===== config.mk =====
export PLATFORM = sky130hd
export DESIGN_NAME = kv_csa_resolve_flat
export DESIGN_NICKNAME = d
export VERILOG_FILES = /design/src/rtl/kv_csa_resolve_pkg.sv /design/src/rtl/kv_csa_resolve_if.sv /design/src/rtl/kv_csa_resolve_cpa_slice.sv /design/src/rtl/kv_csa_resolve.sv /design/src/flat_wrapper.sv
export SDC_FILE = /design/constraint.sdc
export NUM_CORES = 1
export LEC_CHECK = 0
export ABC_AREA = 1
export BUFFER_PORTS_ARGS = -buffer_cell sky130_fd_sc_hd__buf_2
export CAP_MARGIN = 20
export CORE_MARGIN = 2
export CORE_UTILIZATION = 51
export CTS_BUF_LIST = sky130_fd_sc_hd__clkbuf_16
export CTS_CLUSTER_SIZE = 30
export DETAILED_ROUTE_END_ITERATION = 10
export PLACE_DENSITY = 0.76
export SYNTH_ARGS = -nofsm -noshare
export SYNTH_HDL_FRONTEND = slang
export SYNTH_SLANG_ARGS = --single-unit
export TNS_END_PERCENT = 1

===== constraint.sdc =====
create_clock -name clk -period 3.5 [get_ports clk]
set_clock_uncertainty 0.2 [all_clocks]
set_input_delay 0.175 -clock clk [delete_from_list [all_inputs] [get_ports clk]]
set_output_delay 0.175 -clock clk [all_outputs]
set_load 0.005 [all_outputs]

===== src/rtl/kv_csa_resolve_pkg.sv =====
// kv_csa_pkg: shared state encoding and chunk-count helper for the carry-save resolver
package kv_csa_pkg;
  typedef enum logic [1:0] {
    KV_CSA_IDLE = 2'd0,
    KV_CSA_BUSY = 2'd1,
    KV_CSA_DONE = 2'd2
  } kv_csa_state_e;
  function automatic int kv_csa_nchunk(input int width, input int chunk);
    return (width + chunk - 1) / chunk;
  endfunction
endpackage


===== src/rtl/kv_csa_resolve_if.sv =====
// kv_csa_resolve_if: operand/result handshake bundle between the CSA tree and normalisation
interface kv_csa_resolve_if #(parameter int CSA_WIDTH = 32);
  localparam int OUT_W = CSA_WIDTH + 2;
  logic                 in_valid;
  logic                 in_ready;
  logic [CSA_WIDTH:0]   in_sum;
  logic [CSA_WIDTH-1:0] in_carry;
  logic                 kill;
  logic                 out_valid;
  logic                 out_ready;
  logic [OUT_W-1:0]     out_result;
  logic                 out_ovf;
  modport master (
    output in_valid, in_sum, in_carry, kill, out_ready,
    input  in_ready, out_valid, out_result, out_ovf
  );
  modport slave (
    input  in_valid, in_sum, in_carry, kill, out_ready,
    output in_ready, out_valid, out_result, out_ovf
  );
endinterface


===== src/rtl/kv_csa_resolve_cpa_slice.sv =====
// kv_cpa_slice: one CHUNK-bit ripple add, the only carry path a resolver cycle sees
module kv_cpa_slice #(parameter int CHUNK = 8) (
  input  logic [CHUNK-1:0] a,
  input  logic [CHUNK-1:0] b,
  input  logic             cin,
  output logic [CHUNK-1:0] s,
  output logic             cout
);
  assign {cout, s} = {1'b0, a} + {1'b0, b} + {{CHUNK{1'b0}}, cin};
endmodule


===== src/rtl/kv_csa_resolve.sv =====
// kv_csa_resolve: chunked multi-cycle carry-propagate add turning a sum/carry pair into binary
module kv_csa_resolve
  import kv_csa_pkg::*;
#(
  parameter int CSA_WIDTH = 32,
  parameter int CHUNK     = 8
) (
  input logic               clk,
  input logic               resetn,
  kv_csa_resolve_if.slave   bus
);
  localparam int OUT_W  = CSA_WIDTH + 2;
  localparam int NCHUNK = kv_csa_nchunk(OUT_W, CHUNK);
  localparam int PW     = NCHUNK * CHUNK;
  localparam int CW     = (NCHUNK > 1) ? $clog2(NCHUNK) : 1;
  kv_csa_state_e    state_q;
  logic [CW-1:0]    cnt_q;
  logic             cy_q;
  logic [PW-1:0]    a_q, b_q, acc_q, acc_d;
  logic [OUT_W-1:0] res_q;
  logic             ovf_q;
  logic [CHUNK-1:0] s;
  logic             cout;
  logic [PW:0]      ext;
  logic             accept, last;
  assign accept = (state_q == KV_CSA_IDLE) && bus.in_valid && !bus.kill;
  assign last   = (cnt_q == CW'(NCHUNK - 1));
  kv_cpa_slice #(.CHUNK(CHUNK)) u_slice (
    .a   (a_q[cnt_q*CHUNK +: CHUNK]),
    .b   (b_q[cnt_q*CHUNK +: CHUNK]),
    .cin (cy_q),
    .s   (s),
    .cout(cout)
  );
  // Splice the freshly resolved chunk into the working sum; the top carry rides above it
  always_comb begin
    acc_d = acc_q;
    acc_d[cnt_q*CHUNK +: CHUNK] = s;
    ext = {cout, acc_d};
  end
  // Operand capture at accept and working-sum update while busy; no reset needed
  always_ff @(posedge clk) begin
    if (accept) begin
      a_q <= PW'(bus.in_sum);
      b_q <= PW'({bus.in_carry, 1'b0});
    end
    if (state_q == KV_CSA_BUSY) acc_q <= acc_d;
  end
  // Control FSM; the delivered result only moves on entry to DONE
  always_ff @(posedge clk or negedge resetn) begin
    if (!resetn) begin
      state_q <= KV_CSA_IDLE;
      cnt_q   <= '0;
      cy_q    <= 1'b0;
      res_q   <= '0;
      ovf_q   <= 1'b0;
    end else begin
      case (state_q)
        KV_CSA_IDLE: if (accept) begin
          state_q <= KV_CSA_BUSY;
          cnt_q   <= '0;
          cy_q    <= 1'b0;
        end
        KV_CSA_BUSY: if (bus.kill) state_q <= KV_CSA_IDLE;
        else begin
          cy_q  <= cout;
          cnt_q <= cnt_q + 1'b1;
          if (last) begin
            state_q <= KV_CSA_DONE;
            res_q   <= acc_d[OUT_W-1:0];
            ovf_q   <= |ext[PW:OUT_W];
          end
        end
        KV_CSA_DONE: if (bus.kill || bus.out_ready) state_q <= KV_CSA_IDLE;
        default: state_q <= KV_CSA_IDLE;
      endcase
    end
  end
  assign bus.in_ready   = (state_q == KV_CSA_IDLE);
  assign bus.out_valid  = (state_q == KV_CSA_DONE);
  assign bus.out_result = res_q;
  assign bus.out_ovf    = ovf_q;
endmodule


===== src/flat_wrapper.sv =====
// flat-port wrapper written by rule: the top's interface ports become plain ports
module kv_csa_resolve_flat import kv_csa_pkg::*;
#(
  parameter int CSA_WIDTH = 32,
  parameter int CHUNK     = 8
)
  (clk, resetn, bus_in_valid, bus_in_sum, bus_in_carry, bus_kill, bus_out_ready, bus_in_ready, bus_out_valid, bus_out_result, bus_out_ovf);
  kv_csa_resolve_if #(.CSA_WIDTH(CSA_WIDTH)) bus_i ();
  input logic clk;
  input logic resetn;
  input wire logic [$bits(bus_i.in_valid)-1:0] bus_in_valid;
  input wire logic [$bits(bus_i.in_sum)-1:0] bus_in_sum;
  input wire logic [$bits(bus_i.in_carry)-1:0] bus_in_carry;
  input wire logic [$bits(bus_i.kill)-1:0] bus_kill;
  input wire logic [$bits(bus_i.out_ready)-1:0] bus_out_ready;
  output wire logic [$bits(bus_i.in_ready)-1:0] bus_in_ready;
  output wire logic [$bits(bus_i.out_valid)-1:0] bus_out_valid;
  output wire logic [$bits(bus_i.out_result)-1:0] bus_out_result;
  output wire logic [$bits(bus_i.out_ovf)-1:0] bus_out_ovf;
  assign bus_i.in_valid = bus_in_valid;
  assign bus_i.in_sum = bus_in_sum;
  assign bus_i.in_carry = bus_in_carry;
  assign bus_i.kill = bus_kill;
  assign bus_i.out_ready = bus_out_ready;
  assign bus_in_ready = bus_i.in_ready;
  assign bus_out_valid = bus_i.out_valid;
  assign bus_out_result = bus_i.out_result;
  assign bus_out_ovf = bus_i.out_ovf;
  kv_csa_resolve #(.CSA_WIDTH(CSA_WIDTH), .CHUNK(CHUNK)) u_core (.clk(clk), .resetn(resetn), .bus(bus_i));
endmodule

After elaboration in Yosys (flattened, before gate mapping). Cells that the tools add are included.

Add/sub/neg operators: 4. $mul: 0. Divide/modulo/power cells: 0. $lt $le $gt $ge: 0. Eq/ne operators: 7. Shift-type cells: 4. Muxes and demuxes: 12. Bitwise gates (word level): 1. Reductions and logical operators: 10.

Operator list (number): variable part select 40 x 7 -> 8 bit (2); bitwise mux 40 bit (1); variable shift 8 x 34 -> 40 bit (first input constant) (1); variable part select 8 x 34 -> 40 bit (1); negator 6 -> 34 bit (1); adder 8 x 8 -> 9 bit (1); adder 9 x 1 -> 9 bit (1); AND reduction 3 bit (3); 2-to-1 mux 2 bit (4); OR reduction 7 bit (1); 2-to-1 mux 3 bit (2); case mux 2 bit (3 select lines) (1); case mux 3 bit (2 select lines) (1); inequality test 2 x 1 -> 1 bit (second input constant) (2); adder 3 x 1 -> 3 bit (second input constant) (1); equality test 3 bit (second input constant) (1); inequality test 3 x 2 -> 1 bit (second input constant) (1); equality test 2 x 1 -> 1 bit (second input constant) (1); equality test 2 bit (second input constant) (1); logical AND 1 bit (2); logical NOT 2 bit (1); 2-to-1 mux 1 bit (2); inequality test 2 bit (second input constant) (1); case mux 1 bit (2 select lines) (1); 4 further kinds (4).

Register bits: 146. Bits in latches: 0. Memory bits (writable): 0. Memory bits (read-only): 0. Input port bits: 70. Output and inout port bits: 37. Logic and storage cells: 46. Memories kept: 0.

Logic depth before layout (Yosys ltp).
Depth after elaboration: 6. Gate-level depth with buffers: 20. Gate-level depth less buffers: 18.

Hierarchy. A second synthesis with hierarchy kept.

Cell total of the unflattened synthesis: 601. Area, all modules: 6447.4 um^2.

By module, submodules not included: kv_csa_resolve (instances 1, cells an instance 542, area each 6063.3 um^2, sequential area each 4179.0 um^2); kv_cpa_slice (instances 1, cells an instance 59, area each 384.1 um^2, sequential area each 0.0 um^2).

Worst setup path after synthesis. Ideal clock, no wire load.

Path kind: reg-to-reg. From: register u_core.state_q[0]. To: register u_core.res_q[26] (netlist: u_core.bus.out_result[26]). Library setup time: 0.066 ns. Arrival: 3.267 ns. Data required time: 3.234 ns. Setup slack: -0.032 ns. Cell stages (with the launch flop): 11. Buffers on the path: 2. Clock period less this slack: 3.532 ns. Cell sequence: dfrtp_1 inv_1 nor2_1 nand2_1 inv_2 nand2_2 inv_2 buf_4 buf_4 nand2_1 nand2_1.

Word-level cells in the longest chain between the ends: 2.

Ends and longest elaborated chain: start: declaration (line kv_csa_resolve.sv:16) `kv_csa_state_e state_q;`; start signal: assignment (line kv_csa_resolve.sv:52) `state_q <= KV_CSA_IDLE;`; start signal: assignment (line kv_csa_resolve.sv:60) `state_q <= KV_CSA_BUSY;`; start signal: assignment (line kv_csa_resolve.sv:64) `KV_CSA_BUSY: if (bus.kill) state_q <= KV_CSA_IDLE;`; equality test 2 x 1 -> 1 bit (line kv_csa_resolve.sv:58) `case (state_q)`; AND reduction 3 bit (no line); end signal: assignment (line kv_csa_resolve.sv:70) `res_q <= acc_d[OUT_W-1:0];`; end: declaration (line kv_csa_resolve.sv:20) `logic [OUT_W-1:0] res_q;`.

Every way passes these cells. A chain may end at the register's enable or synchronous reset.

Final worst setup path.
From: register u_core.cnt_q[0]. To: register u_core.ovf_q (netlist: u_core.bus.out_ovf).

Word-level cells in the longest chain between the ends: 6. Elaborated cells between the ends (all ways): 11. Classes of those cells: add/sub: 3; eq/ne: 1; shift: 4; mux: 1; reduce/logical: 2.

Ends and longest elaborated chain: start: declaration (line kv_csa_resolve.sv:17) `logic [CW-1:0] cnt_q;`; start signal: assignment (line kv_csa_resolve.sv:67) `cnt_q <= cnt_q + 1'b1;`; variable part select 40 x 7 -> 8 bit, on equally long branches (line kv_csa_resolve.sv:29, kv_csa_resolve.sv:30); adder 8 x 8 -> 9 bit (line kv_csa_resolve_cpa_slice.sv:9) `assign {cout, s} = {1'b0, a} + {1'b0, b} + {{CHUNK{1'b0}}, cin};`; adder 9 x 1 -> 9 bit (line kv_csa_resolve_cpa_slice.sv:9); variable part select 8 x 34 -> 40 bit (line kv_csa_resolve.sv:38) `acc_d[cnt_q*CHUNK +: CHUNK] = s;`; bitwise mux 40 bit (line kv_csa_resolve.sv:38); OR reduction 7 bit (line kv_csa_resolve.sv:71) `ovf_q <= |ext[PW:OUT_W];`; end signal: assignment (line kv_csa_resolve.sv:71); end: declaration (line kv_csa_resolve.sv:21) `logic ovf_q;`.

Parallel ways exist; a longest one is shown, timed or not.

==> run metrics <==
cell leakage power 3.832 nW; FF-to-FF setup slack 0.27 ns; Antenna Cells 0; CTS tree yes; reg2reg end u_core.bus.out_ovf; Syn Area/Cell 10.69 µm²; root cell of the clock tree clkbuf_16; Worst-Margin Slew 0.6273 ns; Slew Viols, Final 0; Post-synth EDFFs 105; vias in the first global route 4965; post-synthesis cell area 0.006415 mm²; die width 116.2 µm; Design Power 7.221 mW; vias per cell 5.131; antenna-violating nets left 0; fin util 69.52%; Required @ worst endpoint 3.62 ns; # DRC 0; maximum buffer depth of the clock tree 2; final hold viol count 12; Syn. warnings 0; max cap viols 0; GR Overflow Total 0; largest net degree at the start of global routing 42; Synth Net Count 686; crit path kind flip-flop to flip-flop; Final #Nets 875; share of the synthesized area in the top cell type 49.15%; post-synthesis cell type count 37; Core ar. 0.01216 mm²; # IOs 107; RSZ-0062 raised after global routing no; Non-Filler Instances 969; clock tree sinks 146; sequential-to-total area share from yosys stat 65.15%; status finished, violations left; Final WS setup 0.2718 ns; TritonRoute pass-1 iters 5; port buffer count 106; later-pin clock latency in the skew report 0.42 ns; Reg clk slew, reported paths 0.06 ns; crit path max fanout 9; WHS -0.01251 ns; Worst VDD drop 0.4816 mV; H-tree Lvls 4; DIE AREA 0.01349 mm²; arrival time worst endpoint 3.35 ns; min cycle time layout 3.228 ns; dominant cells by area after synthesis edfxtp_1 49%, dfrtp_1 16%, nand2_1 12%; Fmax 0.3098 GHz; Rows 40; placed insts 868; DP Area 0.007142 mm²; min-delay worst type input port to asynchronous set/reset pin; Die H 116.2 µm; failing checks hold timing; Worst Setup End Kind flip-flop; initial antenna violation count 0; Tcrit/Tclk final 92.23%; Routed wire per std cell 16.00 µm; Syn Inst Count 600; Setup crit start kind flip-flop; synthesized flop and latch total 146; final setup violating endpoints 0; Iteration-0 DRC Markers 387; DP HPWL 9533 µm; dpl ws 0.2804 ns; share of layout cells above drive strength 1 22.10%; setup TNS 0 ns; Power Density 854.1 mW/mm²; normalized max-slew margin 58.12%; Finished Cell Area 0.008454 mm²; CTS Buf Count 17; global-route wire length before repair 24430 µm; Async SR Flop Fraction 28.08%; area leader, netlist edfxtp_1; Most used DFF post-synth edfxtp_1; Initial Utilization 52.75%; Synth-to-Final Area Change 31.79%; final WL 15500 µm; gpl congestion 0.9574; worst r2r src u_core.cnt_q[0]; via count 4972; R2R depth 13; GR Util All Layers 24.37%
==> kinds of logic after synthesis <==
group                      count (synthesis)  synth area share, %
xor gates and xnor gates                   1               0.1366
adders and majority gates                 16                3.355
buffers and inverters                     57                4.037
DFF                                      146                65.15
muxes                                      1               0.2340
AOI/OAI and AO/OA                         83                7.178
and+or+nand+nor                          296                19.91
==> cell type report <==
type,instances,area (µm²)
flip-flops and latches,146,4179
fillers,868,3707
clock buffers,17,425.4
inverters,39,151.4
multi-input cells,397,1984
well taps,168,210.2
clock inverters,14,172.7
repair buffers,188,1331
==> what timing repair did <==
action,CTS,global route
resized for setup,0,1
hold buffers,69,0
endpoints found under the hold margin,109,0
endpoints found under the setup margin,0,1
buffers inserted,0,0
==> placed cells by master, fill, tap and decap left out, types with 2 or more instances in the layout <==
cell	Yosys	routed
o21ai_1	19	19
clkbuf_16	0	17
nand3_2	3	3
o21ai_0	30	30
dlygate4sd3_1	0	69
o21ai_2	4	4
buf_4	5	12
inv_2	6	7
nand2_1	210	210
clkinv_1	1	2
nor2_1	48	47
edfxtp_1	105	105
clkinv_2	1	5
clkinv_4	0	2
nand4_1	3	3
dfrtp_1	41	41
a21oi_1	9	9
fa_1	2	2
nor2_4	3	4
ha_1	14	14
a31oi_1	18	18
buf_2	2	106
inv_1	31	32
nand2_2	3	3
nand3_1	17	17
nand3_4	2	2
bufinv_16	0	4
==> layer usage <==
metal	global-route usage (%)	part of all wire (%)
met5	0	0
met3	6.175	6.2
met4	10.00	2.6
met1	30.39	40
met2	40.97	51
==> report_power, final <==
group | switching, mW | internal (mW) | leakage (nW)
clock network | 0.672 | 1.17 | 0.304
logic | 1.95 | 1.01 | 2.00
registers | 0.150 | 2.26 | 1.53
==> worst max-delay path, stage by stage, from the launching register on <==
cell     delay (ns)
dfrtp_1        0.48
inv_1          0.24
nor2_1         0.12
a21oi_1        0.17
a21oi_1        0.11
fa_1           0.44
fa_1           0.45
xor2_1         0.21
o21ai_0        0.28
nand3_1        0.11
nor2_1         0.13
nand3_1        0.09
nand2_1        0.06
inv_1          0.03
==> state kept, by name (all words and copies together) (netlist names) <==
name,flops
u_core.cnt_q,3
u_core.b_q,32
u_core.bus.out_ovf,1
u_core.acc_q,40
u_core.bus.out_result,34
u_core.a_q,33
u_core.state_q,2
u_core.cy_q,1
==> worst max path at each step <==
stage,startpoint,to,cells after the start
floorplan,u_core.cnt_q[0],u_core.acc_q[4],13
global placement,u_core.cnt_q[1],u_core.bus.out_ovf,12
detailed placement,u_core.cnt_q[1],u_core.bus.out_ovf,12
CTS,u_core.cnt_q[1],u_core.bus.out_ovf,12
global route,u_core.cnt_q[0],u_core.bus.out_ovf,13
finish,u_core.cnt_q[0],u_core.bus.out_ovf,13
==> synthesized netlist by cell type (4+ instances only) <==
cell type	instances
a21oi_1	9
a31oi_1	18
buf_4	5
clkbuf_1	8
dfrtp_1	41
edfxtp_1	105
ha_1	14
inv_1	31
inv_2	6
nand2_1	210
nand3_1	17
nor2_1	48
o21ai_0	30
o21ai_1	19
o21ai_2	4
Power figures use the tool's default switching activity.
